<file path="src/rtl/lsu_pkg.sv">
// -----------------------------------------------------------------------------
// lsu_pkg
// Shared types and constants for the load/store lane: FSM state encoding,
// fault cause codes, RISC-V funct3 size/sign encodings and an access-size
// decode helper. Imported by lsu_align, lsu_unit and the testbench.
// -----------------------------------------------------------------------------
package lsu_pkg;

  typedef enum logic [1:0] {
    IDLE,
    REQ,
    WAIT
  } lsu_state_t;

  typedef enum logic [1:0] {
    FAULT_LD_MISALIGN  = 2'd0,
    FAULT_ST_MISALIGN  = 2'd1,
    FAULT_ACCESS       = 2'd2,
    FAULT_ILLEGAL_SIZE = 2'd3
  } lsu_fault_e;

  typedef enum logic [1:0] {
    SIZE_B = 2'd0,
    SIZE_H = 2'd1,
    SIZE_W = 2'd2,
    SIZE_D = 2'd3
  } lsu_size_e;

  // Load encodings
  localparam logic [2:0] LB  = 3'b000;
  localparam logic [2:0] LH  = 3'b001;
  localparam logic [2:0] LW  = 3'b010;
  localparam logic [2:0] LD  = 3'b011;
  localparam logic [2:0] LBU = 3'b100;
  localparam logic [2:0] LHU = 3'b101;
  localparam logic [2:0] LWU = 3'b110;

  // Store encodings
  localparam logic [2:0] SB  = 3'b000;
  localparam logic [2:0] SH  = 3'b001;
  localparam logic [2:0] SW  = 3'b010;
  localparam logic [2:0] SD  = 3'b011;

  // funct3[1:0] is log2 of the access size in bytes; funct3[2] selects
  // zero-extension for loads.
  function automatic lsu_size_e size_of(input logic [2:0] funct3);
    return lsu_size_e'(funct3[1:0]);
  endfunction

endpackage

</file>
<file path="src/rtl/lsu_if.sv">
// -----------------------------------------------------------------------------
// lsu_if
// Handshaked, variable-latency data-memory bus between the load/store lane
// (master) and the data memory (slave).
//   req    master->slave  request valid, held until gnt
//   gnt    slave->master  request accepted this cycle
//   addr   master->slave  lane-aligned address
//   we     master->slave  write enable
//   be     master->slave  byte enables (XLEN/8 lanes)
//   wdata  master->slave  replicated store data
//   rvalid slave->master  response valid (load data or store ack)
//   rdata  slave->master  load data
//   err    slave->master  bus error, qualified by rvalid
// -----------------------------------------------------------------------------
interface lsu_if #(
  parameter int XLEN   = 32,
  parameter int ADDR_W = 32
) ();

  localparam int NB = XLEN / 8;

  logic              req;
  logic              gnt;
  logic [ADDR_W-1:0] addr;
  logic              we;
  logic [NB-1:0]     be;
  logic [XLEN-1:0]   wdata;
  logic              rvalid;
  logic [XLEN-1:0]   rdata;
  logic              err;

  modport master (
    output req, addr, we, be, wdata,
    input  gnt, rvalid, rdata, err
  );

  modport slave (
    input  req, addr, we, be, wdata,
    output gnt, rvalid, rdata, err
  );

endinterface

</file>
<file path="src/rtl/lsu_align.sv">
// -----------------------------------------------------------------------------
// lsu_align
// Purely combinational lane logic for the load/store lane.
// Request side (from issue):
//   req_funct3, req_addr_lo, req_wdata -> illegal, misaligned, be, wdata
// Response side (from captured op + memory):
//   ld_funct3, ld_off, rdata           -> ld_data (shifted, sign/zero extended)
// -----------------------------------------------------------------------------
module lsu_align
  import lsu_pkg::*;
#(
  parameter  int XLEN = 32,
  localparam int NB   = XLEN / 8,
  localparam int OFFW = $clog2(NB)
) (
  input  logic [2:0]      req_funct3,
  input  logic [2:0]      req_addr_lo,
  input  logic [XLEN-1:0] req_wdata,
  output logic            illegal,
  output logic            misaligned,
  output logic [NB-1:0]   be,
  output logic [XLEN-1:0] wdata,
  input  logic [2:0]      ld_funct3,
  input  logic [OFFW-1:0] ld_off,
  input  logic [XLEN-1:0] rdata,
  output logic [XLEN-1:0] ld_data
);

  lsu_size_e       req_size;
  lsu_size_e       ld_size;
  logic [7:0]      size_mask;
  logic [XLEN-1:0] shifted;
  logic [XLEN-1:0] keep_mask;
  logic            sign_bit;

  assign req_size = size_of(req_funct3);
  assign ld_size  = size_of(ld_funct3);

  // Doubleword and LWU only exist on a 64-bit lane; 111 is never legal.
  assign illegal = (req_funct3 == 3'b111) ||
                   ((XLEN == 32) && ((req_funct3 == LD) || (req_funct3 == LWU)));

  always_comb begin
    // NOTE: every combinational output gets a default first so no path can
    // leave it unassigned and infer a latch.
    misaligned = 1'b0;
    size_mask  = 8'h01;
    unique case (req_size)
      SIZE_B: begin misaligned = 1'b0;              size_mask = 8'h01; end
      SIZE_H: begin misaligned = req_addr_lo[0];    size_mask = 8'h03; end
      SIZE_W: begin misaligned = |req_addr_lo[1:0]; size_mask = 8'h0F; end
      SIZE_D: begin misaligned = |req_addr_lo;      size_mask = 8'hFF; end
    endcase
  end

  // On a 32-bit lane only SIZE_D would lose mask bits, and it is illegal there.
  assign be = NB'(size_mask) << req_addr_lo[OFFW-1:0];

  // Replicating the low bytes across every lane means the memory picks the
  // right copy purely from be, with no data shifter on the store path.
  always_comb begin
    wdata = req_wdata;
    case (req_size)
      SIZE_B:  wdata = {NB{req_wdata[7:0]}};
      SIZE_H:  wdata = {(NB/2){req_wdata[15:0]}};
      SIZE_W:  wdata = {(NB/4){req_wdata[31:0]}};
      default: wdata = req_wdata;
    endcase
  end

  assign shifted = rdata >> {ld_off, 3'b000};

  always_comb begin
    keep_mask = '1;
    sign_bit  = shifted[XLEN-1];
    case (ld_size)
      SIZE_B:  begin keep_mask = XLEN'(8'hFF);         sign_bit = shifted[7];  end
      SIZE_H:  begin keep_mask = XLEN'(16'hFFFF);      sign_bit = shifted[15]; end
      SIZE_W:  begin keep_mask = XLEN'(32'hFFFF_FFFF); sign_bit = shifted[31]; end
      default: ;
    endcase
  end

  assign ld_data = (shifted & keep_mask) |
                   ((sign_bit && !ld_funct3[2]) ? ~keep_mask : '0);

endmodule

</file>
<file path="src/rtl/lsu_unit.sv">
// -----------------------------------------------------------------------------
// lsu_unit
// Load/store execution lane: accepts one decoded memory op from issue, drives
// a handshaked variable-latency data-memory bus, and emits a formatted load
// writeback or a fault as one-cycle registered pulses.
// Ports:
//   clk, reset            clock; synchronous active-high reset
//   req_valid/req_ready   issue handshake (ready only while IDLE)
//   req_store, req_funct3, req_addr, req_wdata, req_rd   decoded op
//   flush                 kill in-flight op / block acceptance
//   dmem                  lsu_if master port to data memory
//   wb_valid, wb_rd, wb_data              load writeback pulse
//   fault_valid, fault_cause, fault_addr  exception pulse
//   busy                  op in flight
// -----------------------------------------------------------------------------
module lsu_unit
  import lsu_pkg::*;
#(
  parameter int XLEN   = 32,
  parameter int ADDR_W = 32,
  parameter int RD_W   = 5
) (
  input  logic              clk,
  input  logic              reset,
  input  logic              req_valid,
  output logic              req_ready,
  input  logic              req_store,
  input  logic [2:0]        req_funct3,
  input  logic [ADDR_W-1:0] req_addr,
  input  logic [XLEN-1:0]   req_wdata,
  input  logic [RD_W-1:0]   req_rd,
  input  logic              flush,
  lsu_if.master             dmem,
  output logic              wb_valid,
  output logic [RD_W-1:0]   wb_rd,
  output logic [XLEN-1:0]   wb_data,
  output logic              fault_valid,
  output logic [1:0]        fault_cause,
  output logic [ADDR_W-1:0] fault_addr,
  output logic              busy
);

  localparam int NB   = XLEN / 8;
  localparam int OFFW = $clog2(NB);

  lsu_state_t        state;
  logic              accept;

  // Captured op
  logic              op_store;
  logic [2:0]        op_funct3;
  logic [ADDR_W-1:0] op_addr;
  logic [RD_W-1:0]   op_rd;
  logic              killed;

  // Registered bus outputs
  logic              dreq_q;
  logic [ADDR_W-1:0] daddr_q;
  logic              dwe_q;
  logic [NB-1:0]     dbe_q;
  logic [XLEN-1:0]   dwdata_q;

  // Lane logic results
  logic              illegal;
  logic              misaligned;
  logic [NB-1:0]     be;
  logic [XLEN-1:0]   wdata_rep;
  logic [XLEN-1:0]   ld_data;

  lsu_align #(.XLEN(XLEN)) u_align (
    .req_funct3  (req_funct3),
    .req_addr_lo (req_addr[2:0]),
    .req_wdata   (req_wdata),
    .illegal     (illegal),
    .misaligned  (misaligned),
    .be          (be),
    .wdata       (wdata_rep),
    .ld_funct3   (op_funct3),
    .ld_off      (op_addr[OFFW-1:0]),
    .rdata       (dmem.rdata),
    .ld_data     (ld_data)
  );

  assign req_ready = (state == IDLE);
  assign busy      = (state != IDLE);
  assign accept    = req_valid && req_ready && !flush;

  assign dmem.req   = dreq_q;
  assign dmem.addr  = daddr_q;
  assign dmem.we    = dwe_q;
  assign dmem.be    = dbe_q;
  assign dmem.wdata = dwdata_q;

  // NOTE: sequential state uses non-blocking assignments only, so every flop
  // in this block samples pre-edge values regardless of statement order.
  always_ff @(posedge clk) begin
    if (reset) begin
      state       <= IDLE;
      op_store    <= 1'b0;
      op_funct3   <= '0;
      op_addr     <= '0;
      op_rd       <= '0;
      killed      <= 1'b0;
      dreq_q      <= 1'b0;
      daddr_q     <= '0;
      dwe_q       <= 1'b0;
      dbe_q       <= '0;
      dwdata_q    <= '0;
      wb_valid    <= 1'b0;
      wb_rd       <= '0;
      wb_data     <= '0;
      fault_valid <= 1'b0;
      fault_cause <= '0;
      fault_addr  <= '0;
    end else begin
      // Result outputs are single-cycle pulses.
      wb_valid    <= 1'b0;
      fault_valid <= 1'b0;

      case (state)
        IDLE: begin
          if (accept) begin
            op_store  <= req_store;
            op_funct3 <= req_funct3;
            op_addr   <= req_addr;
            op_rd     <= req_rd;
            killed    <= 1'b0;
            if (illegal) begin
              fault_valid <= 1'b1;
              fault_cause <= FAULT_ILLEGAL_SIZE;
              fault_addr  <= req_addr;
            end else if (misaligned) begin
              fault_valid <= 1'b1;
              fault_cause <= req_store ? FAULT_ST_MISALIGN : FAULT_LD_MISALIGN;
              fault_addr  <= req_addr;
            end else begin
              state    <= REQ;
              dreq_q   <= 1'b1;
              daddr_q  <= {req_addr[ADDR_W-1:OFFW], {OFFW{1'b0}}};
              dwe_q    <= req_store;
              dbe_q    <= be;
              dwdata_q <= wdata_rep;
            end
          end
        end

        // A request already on the bus cannot be withdrawn; a flush only
        // marks the op so its response is swallowed.
        REQ: begin
          if (flush) killed <= 1'b1;
          if (dmem.gnt) begin
            dreq_q <= 1'b0;
            state  <= WAIT;
          end
        end

        WAIT: begin
          if (dmem.rvalid) begin
            state  <= IDLE;
            killed <= 1'b0;
            if (!killed && !flush) begin
              if (dmem.err) begin
                fault_valid <= 1'b1;
                fault_cause <= FAULT_ACCESS;
                fault_addr  <= op_addr;
              end else if (!op_store) begin
                wb_valid <= 1'b1;
                wb_rd    <= op_rd;
                wb_data  <= ld_data;
              end
            end
          end else if (flush) begin
            killed <= 1'b1;
          end
        end

        default: state <= IDLE;
      endcase
    end
  end

endmodule
</file>
<file path="src/flat_wrapper.sv">
// flat-port wrapper written by rule: the top's interface ports become plain ports
module lsu_unit_flat import lsu_pkg::*;
#(
  parameter int XLEN   = 32,
  parameter int ADDR_W = 32,
  parameter int RD_W   = 5
)
  (clk, reset, req_valid, req_ready, req_store, req_funct3, req_addr, req_wdata, req_rd, flush, wb_valid, wb_rd, wb_data, fault_valid, fault_cause, fault_addr, busy, dmem_req, dmem_addr, dmem_we, dmem_be, dmem_wdata, dmem_gnt, dmem_rvalid, dmem_rdata, dmem_err);
  lsu_if #(.XLEN(XLEN), .ADDR_W(ADDR_W)) dmem_i ();
  input  logic clk;
  input  logic reset;
  input  logic req_valid;
  output logic req_ready;
  input  logic req_store;
  input  logic [2:0] req_funct3;
  input  logic [ADDR_W-1:0] req_addr;
  input  logic [XLEN-1:0] req_wdata;
  input  logic [RD_W-1:0] req_rd;
  input  logic flush;
  output logic wb_valid;
  output logic [RD_W-1:0] wb_rd;
  output logic [XLEN-1:0] wb_data;
  output logic fault_valid;
  output logic [1:0] fault_cause;
  output logic [ADDR_W-1:0] fault_addr;
  output logic busy;
  output wire logic [$bits(dmem_i.req)-1:0] dmem_req;
  output wire logic [$bits(dmem_i.addr)-1:0] dmem_addr;
  output wire logic [$bits(dmem_i.we)-1:0] dmem_we;
  output wire logic [$bits(dmem_i.be)-1:0] dmem_be;
  output wire logic [$bits(dmem_i.wdata)-1:0] dmem_wdata;
  input wire logic [$bits(dmem_i.gnt)-1:0] dmem_gnt;
  input wire logic [$bits(dmem_i.rvalid)-1:0] dmem_rvalid;
  input wire logic [$bits(dmem_i.rdata)-1:0] dmem_rdata;
  input wire logic [$bits(dmem_i.err)-1:0] dmem_err;
  assign dmem_req = dmem_i.req;
  assign dmem_addr = dmem_i.addr;
  assign dmem_we = dmem_i.we;
  assign dmem_be = dmem_i.be;
  assign dmem_wdata = dmem_i.wdata;
  assign dmem_i.gnt = dmem_gnt;
  assign dmem_i.rvalid = dmem_rvalid;
  assign dmem_i.rdata = dmem_rdata;
  assign dmem_i.err = dmem_err;
  lsu_unit #(.XLEN(XLEN), .ADDR_W(ADDR_W), .RD_W(RD_W)) u_core (.clk(clk), .reset(reset), .req_valid(req_valid), .req_ready(req_ready), .req_store(req_store), .req_funct3(req_funct3), .req_addr(req_addr), .req_wdata(req_wdata), .req_rd(req_rd), .flush(flush), .dmem(dmem_i), .wb_valid(wb_valid), .wb_rd(wb_rd), .wb_data(wb_data), .fault_valid(fault_valid), .fault_cause(fault_cause), .fault_addr(fault_addr), .busy(busy));
endmodule
</file>
<file path="config.mk">
export PLATFORM = sky130hd
export DESIGN_NAME = lsu_unit_flat
export DESIGN_NICKNAME = d
export VERILOG_FILES = /design/src/rtl/lsu_pkg.sv /design/src/rtl/lsu_if.sv /design/src/rtl/lsu_align.sv /design/src/rtl/lsu_unit.sv /design/src/flat_wrapper.sv
export SDC_FILE = /design/constraint.sdc
export NUM_CORES = 1
export LEC_CHECK = 0
export CORE_MARGIN = 2
export CORE_UTILIZATION = 50
export DETAILED_ROUTE_END_ITERATION = 16
export PLACE_DENSITY = 0.93
export SYNTH_ARGS = -nofsm -noshare
export SYNTH_HDL_FRONTEND = slang
export SYNTH_SLANG_ARGS = --single-unit
export TNS_END_PERCENT = 1
</file>
<file path="constraint.sdc">
create_clock -name clk -period 3.6 [get_ports clk]
set_input_delay 0.36 -clock clk [delete_from_list [all_inputs] [get_ports clk]]
set_output_delay 0.36 -clock clk [all_outputs]
set_load 0.05 [all_outputs]
</file>
Yosys cells after proc, flatten, opt, wreduce, memory -nomap -nowiden
Index checks and enable logic that the tools add are counted.

Latch bits: 0. Memories: 0. Register bits after elaboration: 185. Bits in read-only memories: 0. Input bits: 112. RAM bits: 0.

Muxes and demuxes: 44. Multiply operators: 0. Div/mod/pow operators: 0. Add/sub/neg operators: 0. Shift-type cells: 2. Magnitude comparators: 0. Reductions and logical operators: 26. Bitwise logic cells: 10. Equality and inequality tests: 17.

Operator list (number): two-way mux 32 bit (7); one-hot mux 32 bit (2 select lines) (3); bitwise AND 32 bit (1); NOT 32 bit (1); OR 32 bit (1); >> shifter 32 x 5 -> 32 bit (1); two-way mux 2 bit (11); one-hot mux 4 bit (4 select lines) (1); two-way mux 1 bit (15); AND reduction 5 bit (3); inequality test 2 bit (second input constant) (6); NOT 1 bit (7); == test 2 x 1 -> 1 bit (second input constant) (3); == test 2 bit (second input constant) (3); == test 3 bit (second input constant) (2); zero test 2 bit (3); one-hot mux 1 bit (2 select lines) (3); one-hot mux 2 bit (3 select lines) (1); AND reduction 6 bit (1); nonzero test 2 bit (3); OR reduction 5 bit (1); logical AND 1 bit (4); one-hot mux 1 bit (4 select lines) (1); one-hot mux 2 bit (2 select lines) (1); other kinds (12) (16).

Longest topological paths before layout
Gate-level depths: netlist (run 1).

Word-level depth: 6. Gate-level depth with buffers: 11. Mapped depth without buffers: 6.

Cells and area by module
Synthesis (run 1) repeated with hierarchy kept, for this count alone.

Cell total of the unflattened synthesis: 1025. Area, all modules: 8364.3 um^2.

Modules (own cells, without submodules): lsu_unit (times used 1, area an instance 7005.5 um^2, cells each 840); lsu_align (times used 1, area an instance 1358.8 um^2, cells each 185).

Worst setup path before layout (run 1)
No wires, ideal clock.

Path kind: reg2reg. Start point: reg u_core.state[0]. End point: reg u_core.dbe_q[1] (netlist: u_core.dmem.be[1]). Stages on the path, launching flop included: 9. Arrival time: 2.121 ns. Buffers on the path: 2. Library setup time: 0.070 ns. Slack: 1.408 ns. Period minus slack after synthesis: 2.192 ns. Cell sequence: dfxtp_1 inv_1 ha_1 clkbuf_1 and3b_1 buf_2 o21ai_1 or3_1 a21oi_1.

Longest elaborated chain between the ends: 4.

Ends and longest elaborated chain: from (decl) (RTL line lsu_unit.sv:46) `lsu_state_t state;`; from (signal assigned) (RTL line lsu_unit.sv:98) `state <= IDLE;`; from (signal assigned) (RTL line lsu_unit.sv:137) `state <= REQ;`; from (signal assigned) (RTL line lsu_unit.sv:153) `state <= WAIT;`; zero test 2 bit * (RTL line lsu_unit.sv:84) `assign req_ready = (state == IDLE);`; via req_ready (RTL line flat_wrapper.sv:13) `output logic req_ready;`; logical AND 1 bit (2 in a row) (RTL line lsu_unit.sv:86) `assign accept = req_valid && req_ready && !flush;`; AND reduction 4 bit (no line) *; to (signal assigned) (RTL line lsu_unit.sv:107) `dbe_q <= '0;`; to (signal assigned) (RTL line lsu_unit.sv:141) `dbe_q <= be;`; to (decl) (RTL line lsu_unit.sv:60) `logic [NB-1:0] dbe_q;`.

The timed path passes the listed nets; every way through them passes the cells marked *. A chain may end at the register's enable or synchronous reset.

Worst setup path in the final report (run 1)
Start point: reg u_core.state[0]. End point: out busy.

Longest elaborated chain between the ends: 1.

Ends and longest elaborated chain: nonzero test 2 bit (RTL line lsu_unit.sv:85) `assign busy = (state != IDLE);`; to (decl) (RTL line flat_wrapper.sv:26) `output logic busy;`.

No other way between the ends.

==> results of run 1 <==
routing by layer:
layer  vias to the layer above  part of all wire (%)  global-route usage (%)
li1                       3695                     -                       -
met1                      3699                    40                   33.29
met2                       315                    50                   48.16
met3                        50                   6.9                   6.759
met4                         0                   2.5                   11.01
met5                         -                     0                       0
worst reg2reg max path: stages, from the launching register on:
cell and delay, ps:
dfxtp_1 340, inv_1 120, ha_2 200, buf_4 510, inv_1 170, a22o_1 250, and2_1 360, buf_12 270
a311oi_1 260
per-stage QoR:
stage	setup slack [ps]	hold WS, ps	cells
final	911.3	455.2	1385
after global routing	819.3	469.1	1385
after CTS	926.6	456.3	1385
after detailed placement	739.6	445.7	1354
after global placement	884.8	435.6	1354
after floorplan	1408	432.2	951
sequential cells by signal, summed over array words and instances, names as in the netlist:
register            cells
u_core.op_funct3        3
u_core.fault_valid      1
u_core.wb_rd            5
u_core.wb_valid         1
u_core.op_store         1
u_core.dmem.we          1
u_core.op_addr         32
u_core.fault_cause      2
u_core.dmem.req         1
u_core.state            2
u_core.wb_data         32
u_core.dmem.addr       30
u_core.killed           1
u_core.dmem.be          4
u_core.fault_addr      32
u_core.op_rd            5
u_core.dmem.wdata      32
final cells by class:
type	instances	area, sq um	area share, %
clock buffer	21	460.4	4.115
clock inverter	10	131.4	1.174
inverter	9	33.78	0.3019
multi-input combinational	672	3885	34.72
sequential	185	3704	33.10
tap	216	270.3	2.416
timing repair buffer	272	2704	24.17
cells by family (layout without fill, tap and decap cells):
kind of cell / Yosys count / after routing / synth area share, %
multiplexers: 75 / 75 / 9.359
other: 1 / 2 / 0.04675
flip-flops: 185 / 185 / 46.17
adder cells (fa/ha/maj): 5 / 5 / 0.7799
buffers and inverters: 94 / 312 / 5.834
AND/OR/NAND/NOR: 329 / 329 / 16.60
XOR/XNOR: 1 / 1 / 0.1092
AO/OA/AOI/OAI: 260 / 260 / 21.10
placed cells by master (no fill, tap or decap), types with 4 or more instances in the layout:
master	synthesis	final
clkdlybuf4s50_1	0	253
buf_4	8	16
clkbuf_16	0	17
a211oi_1	32	32
a311oi_1	20	20
a21oi_1	139	139
o2bb2ai_1	7	7
mux2i_1	75	75
nand2_1	230	230
ha_1	5	4
nand3_1	9	9
a211oi_2	17	17
inv_6	0	5
inv_1	7	7
o21ai_0	11	11
o211ai_1	10	10
nand2b_1	8	8
o22ai_1	9	9
nor2_1	68	68
dfxtp_1	185	185
worst min-delay path by stage:
| stage | startpoint | to | slack, ps | depth (start not counted) |
|---|---|---|---|---|
| 6_report | u_core.dmem.addr[28] | u_core.dmem.addr[28] | 460 | 2 |
| 5_1_grt | u_core.dmem.addr[17] | u_core.dmem.addr[17] | 470 | 2 |
| 4_1_cts | u_core.op_addr[25] | u_core.op_addr[25] | 460 | 2 |
| 3_5_place_dp | u_core.op_rd[0] | u_core.wb_rd[0] | 450 | 2 |
| 3_3_place_gp | u_core.op_rd[1] | u_core.wb_rd[1] | 440 | 2 |
| 2_1_floorplan | u_core.op_rd[0] | u_core.wb_rd[0] | 430 | 2 |
Yosys cell counts, types with 3 or more instances:
library cell / number
buf_6: 8
dfxtp_1: 185
clkbuf_1: 47
o22ai_1: 9
ha_1: 5
a211oi_1: 32
nor2_1: 68
o21ai_0: 11
o2bb2ai_1: 7
o211ai_1: 10
nand2_1: 230
nand3_1: 9
buf_2: 19
o21ai_1: 3
mux2i_1: 75
inv_1: 7
a211oi_2: 17
buf_4: 8
nand2b_1: 8
a21oi_1: 139
a311oi_1: 20
power groups by stage:
stage	combinational (mW)	sequential (mW)	clock, mW
finish	2.70	2.47	1.91
detailed placement	2.68	2.51	0
floorplan	1.10	3.23	0
CTS	2.70	2.47	1.92
global route	2.86	2.50	2.00
global placement	2.61	2.50	0
==> results.sh, run 1 <==
export IMPL_status="complete, no violations"
export IMPL_timing_rr_start="u_core.state[0]"
export IMPL_clockPowerShare_pct=27.0
export IMPL_crit_arrival_ps=2330
export IMPL_slowest_stage="clkdlybuf4s50_1"
export IMPL_cp_num_cells=4
export IMPL_syn2layout_area_growth_pct=39.48
export IMPL_synth_ff_latch_count=185
export IMPL_clk_latency_ps=440
export IMPL_cp_startpoint="u_core.state[0]"
export IMPL_path_cells="inv_1 > ha_1 > inv_1 > clkdlybuf4s50_1"
export IMPL_synth_top_cell_by_area="dfxtp_1"
export IMPL_fin_util_pct=70.95
export IMPL_finalMaxSlewViolations=0
export IMPL_synth_cells=950
export IMPL_clock_sinks=185
export IMPL_port_buffers=254
export IMPL_rrSetupSlack_ps=1020
export IMPL_drt_wl_total_microns=24160
export IMPL_slew_headroom_pct=39.21
export IMPL_viasPerCell=5.602
export IMPL_grt_setup_unrepaired="false"
export IMPL_fin_area_sq_um=11190
export IMPL_routedWlPerCell_microns=17.44
export IMPL_grt_max_degree=115
export IMPL_postRouteAntennaNets=0
export IMPL_hold_violations=0
export IMPL_globalplace_congestion=0.8548
export IMPL_ys_top_cells_by_area="dfxtp_1 (46%), nand2_1 (11%), mux2i_1 (9.4%)"
export IMPL_worst_pin_slew_ps=911.9
export IMPL_synth_edf_count=0
export IMPL_cp_common_cell="inv_1"
export IMPL_crit_path_start_kind="flip-flop"
export IMPL_nFillCells=1154
export IMPL_endpoint="busy"
export IMPL_die_x_microns=130.7
export IMPL_reg2regPathDepth=8
export IMPL_first_pass_iters=5
export IMPL_cp_num_buf_inv=3
export IMPL_cts_setup_buffers=0
export IMPL_clock_skew_final_ps=12.81
export IMPL_placed_area_sq_um=10600
export IMPL_cp_data_required_time_ps=3240
export IMPL_cts_max_level=4
export IMPL_p_sw_share_pct=39.08
export IMPL_synth_avg_cell_area_sq_um=8.444
export IMPL_fmax_mhz=371.9
export IMPL_ys_types=46
export IMPL_cts_buffers=17
export IMPL_grt_pass1_wl_microns=37320
export IMPL_r2r_end="u_core.fault_cause[1]"
export IMPL_grt_ovfl_total=0
export IMPL_hold_path_class="flip-flop to flip-flop"
export IMPL_setup_viol=0
export IMPL_cts_root_buf="clkbuf_16"
export IMPL_min_period_ps=2689
export IMPL_tns_ps=0
export IMPL_power_per_cell_area_nw_per_um2=633.2
export IMPL_grt_pass1_vias=7462
export IMPL_drc_errors=0
export IMPL_critPathTopFamily="buffers and inverters"
export IMPL_ir_drop_mv=0.3972
export IMPL_cpPeakStageDelay_ps=850
export IMPL_cts_buffer_depth=2
export IMPL_ios=257
export IMPL_p_comb_share_pct=38.1
export IMPL_drt_initial_drc_count=567
export IMPL_ys_flop_type="dfxtp_1"
export IMPL_synth_top_area_share_pct=46.17
export IMPL_cellInternalPower_mw=4.316
export IMPL_end_kind="primary output"
export IMPL_ys_async_sr_fraction_pct=0
export IMPL_start_util_pct=50.86
export IMPL_finalPower_mw=7.085
export IMPL_cts_resized=0
export IMPL_die_area_sq_um=17070
export IMPL_dr_total_vias=7759
export IMPL_cts_tree="yes"
export IMPL_switching_power_mw=2.769
export IMPL_die_h_microns=130.7
export IMPL_yosysWarnings=0
export IMPL_p_leak_nw=3.770
export IMPL_syn_area_sq_um=8021
export IMPL_seq_power_share_pct=34.9
export IMPL_core_sq_um=15770
export IMPL_critPathMaxFanout=9
export IMPL_drive_above_1_share_pct=6.245
export IMPL_dp_hpwl_microns=16350
export IMPL_cts_hold_buffers=0
export IMPL_post_route_period_util_pct=74.69
export IMPL_antenna_found_initial=0
export IMPL_crit_type="flip-flop to primary output"
export IMPL_std_cell_rows=46
export IMPL_ys_seq_area_share_pct=46.17
export IMPL_clkTransAtPathRegs_ps=80
export IMPL_diodes=0
export IMPL_gr_usage_all_layers_pct=27.79
export IMPL_cap_violations=0
export IMPL_num_nets_final=1274
No activity file was read; power rests on OpenSTA's default activity.
==> inputs of run 2 (changes only) <==
--- a/config.mk
+++ b/config.mk
@@ -6,9 +6,9 @@
 export NUM_CORES = 1
 export LEC_CHECK = 0
 export CORE_MARGIN = 2
-export CORE_UTILIZATION = 50
+export CORE_UTILIZATION = 47
 export DETAILED_ROUTE_END_ITERATION = 16
-export PLACE_DENSITY = 0.93
+export PLACE_DENSITY = 0.88
 export SYNTH_ARGS = -nofsm -noshare
 export SYNTH_HDL_FRONTEND = slang
 export SYNTH_SLANG_ARGS = --single-unit
==> constraint.sdc (replaced) <==
create_clock -name clk -period 2.7 [get_ports clk]
set_input_delay 0.27 -clock clk [delete_from_list [all_inputs] [get_ports clk]]
set_output_delay 0.27 -clock clk [all_outputs]
set_load 0.05 [all_outputs]
==> run 2 against run 1 <==
Combinational power up 34%. First-iteration DRC count down 10%. Sequential cell count unchanged. Clock skew down 4.9 ps. Non-clock buffer count up 8. Count of clock-buffer cells in the layout down 2. Routed wire length down 1.4%. Via count down 1.3%. Global-route usage down 1.9 points. Final area up 1.0%. Largest cell class unchanged. Largest power group unchanged.
==> results.sh, run 2 (same netlist as run 1, synthesis figures left out) <==
export IMPL_grt_pass1_vias=7349
export IMPL_clk_latency_ps=430
export IMPL_hold_violations=0
export IMPL_cts_tree="yes"
export IMPL_grtUsageMet2_pct=42.50
export IMPL_fin_area_sq_um=11300
export IMPL_multi_input_area_sq_um=3886
export IMPL_worst_pin_slew_ps=1057
export IMPL_drt_wl_total_microns=23830
export IMPL_syn2layout_area_growth_pct=40.88
export IMPL_hold_path_class="primary input to flip-flop"
export IMPL_status="complete, no violations"
export IMPL_cts_root_buf="clkbuf_16"
export IMPL_std_cell_rows=47
export IMPL_die_area_sq_um=18130
export IMPL_critPathMaxFanout=9
export IMPL_cts_max_level=4
export IMPL_fmax_mhz=385.5
export IMPL_core_sq_um=16640
export IMPL_cts_buffer_depth=2
export IMPL_use_met3_pct=7.245
export IMPL_drive_above_1_share_pct=7.131
export IMPL_final_seq_area_sq_um=3704
export IMPL_setup_viol=0
export IMPL_drc_errors=0
export IMPL_setup_ws_ps=106.3
export IMPL_cp_data_required_time_ps=2430
export IMPL_min_period_ps=2594
export IMPL_fin_util_pct=67.90
export IMPL_post_place_ws_ps=209.6
export IMPL_die_x_microns=134.6
export IMPL_dp_cells=1366
export IMPL_start_util_pct=48.20
export IMPL_port_buffers=254
export IMPL_dp_hpwl_microns=16780
export IMPL_routedWlPerCell_microns=17.03
export IMPL_nFillCells=1332
export IMPL_gr_usage_all_layers_pct=25.90
export IMPL_postRouteAntennaNets=0
export IMPL_post_route_period_util_pct=96.06
export IMPL_crit_arrival_ps=2320
export IMPL_num_nets_final=1282
export IMPL_cts_hold_buffers=0
export IMPL_drt_initial_drc_count=508
export IMPL_antenna_found_initial=1
export IMPL_cts_resized=0
export IMPL_cap_violations=0
export IMPL_use_met1_pct=31.74
export IMPL_crit_type="flip-flop to primary output"
export IMPL_clock_skew_final_ps=7.947
export IMPL_clock_sinks=185
export IMPL_finalMaxSlewViolations=0
export IMPL_p_leak_nw=3.831
export IMPL_slew_headroom_pct=29.06
export IMPL_layout_common_cells="clkdlybuf4s50_1 (253), nand2_1 (230), dfxtp_1 (185)"
export IMPL_globalplace_congestion=0.8804
export IMPL_tns_ps=0
export IMPL_crit_path_start_kind="flip-flop"
export IMPL_busiest_layer="met2"
export IMPL_die_h_microns=134.6
export IMPL_dr_total_vias=7660
export IMPL_grt_setup_unrepaired="false"
export IMPL_placed_area_sq_um=10680
export IMPL_end_kind="primary output"
export IMPL_first_pass_iters=4
export IMPL_cts_setup_buffers=0
export IMPL_cts_buffers=17
export IMPL_viasPerCell=5.475
export IMPL_clkTransAtPathRegs_ps=70
export IMPL_ir_drop_mv=0.5044
export IMPL_final_common_cell="clkdlybuf4s50_1"
export IMPL_grt_pass1_wl_microns=37480
export IMPL_ios=257
export IMPL_grt_max_degree=75
export IMPL_final_cells=1399
export IMPL_power_per_cell_area_nw_per_um2=844.3
export IMPL_grt_ovfl_total=0
-- run 2: cell types whose count changed in the layout (fill, tap and decap cells not counted) --
cell	before	now
and2_1	2	1
and2_2	0	1
buf_12	2	3
buf_4	16	23
bufinv_16	2	3
clkbuf_1	2	1
clkbuf_8	2	1
clkinv_2	0	1
clkinv_4	1	2
diode_2	0	1
inv_6	5	3
inv_8	1	3
-- run 2: per-stage QoR --
stage                     hold slack [ps]  total power [mW]
after floorplan                     386.1             5.780
after global placement              436.3             6.852
after detailed placement            445.5             6.949
after CTS                           272.5             9.581
after global routing                304.9             9.924
final                               280.5             9.542
-- run 2: layout make-up --
type / count / share of cell area (%)
flip-flops and latches: 185 / 32.77
clock inverters: 13 / 1.594
well taps: 220 / 2.436
clock buffers: 19 / 3.919
inverters: 9 / 0.2989
diodes: 1 / 0.02214
repair buffers: 280 / 24.57
multi-input cells: 672 / 34.39
-- run 2: metal layers --
metal	vias up	part of all wire [%]	routed length [microns]
li1	3716	-	-
met1	3596	41	9702
met2	292	48	11470
met3	56	7.5	1787
met4	0	3.6	866
met5	-	0	0
-- run 2: report_power, final --
group	total (mW)	internal (mW)	switching (mW)
combinational	3.61	1.25	2.35
sequential	3.30	3.09	0.213
clock	2.63	1.51	1.12
total	9.54	5.85	3.69
-- run 2: worst paths after layout --
kind / start / to / slack, ps / depth (start not counted)
max reg2reg: u_core.state[0] / u_core.wb_data[20] / 330 / 7
min reg2reg: u_core.dmem.wdata[2] / u_core.dmem.wdata[2] / 450 / 2
min: reset / u_core.dmem.wdata[31] / 280 / 2
max: u_core.state[0] / busy / 110 / 4
-- run 2: worst max-delay path, cell delays in order (launching register included) --
cell	delay (ps)
dfxtp_1	390
inv_1	110
ha_1	360
inv_1	180
clkdlybuf4s50_1	870
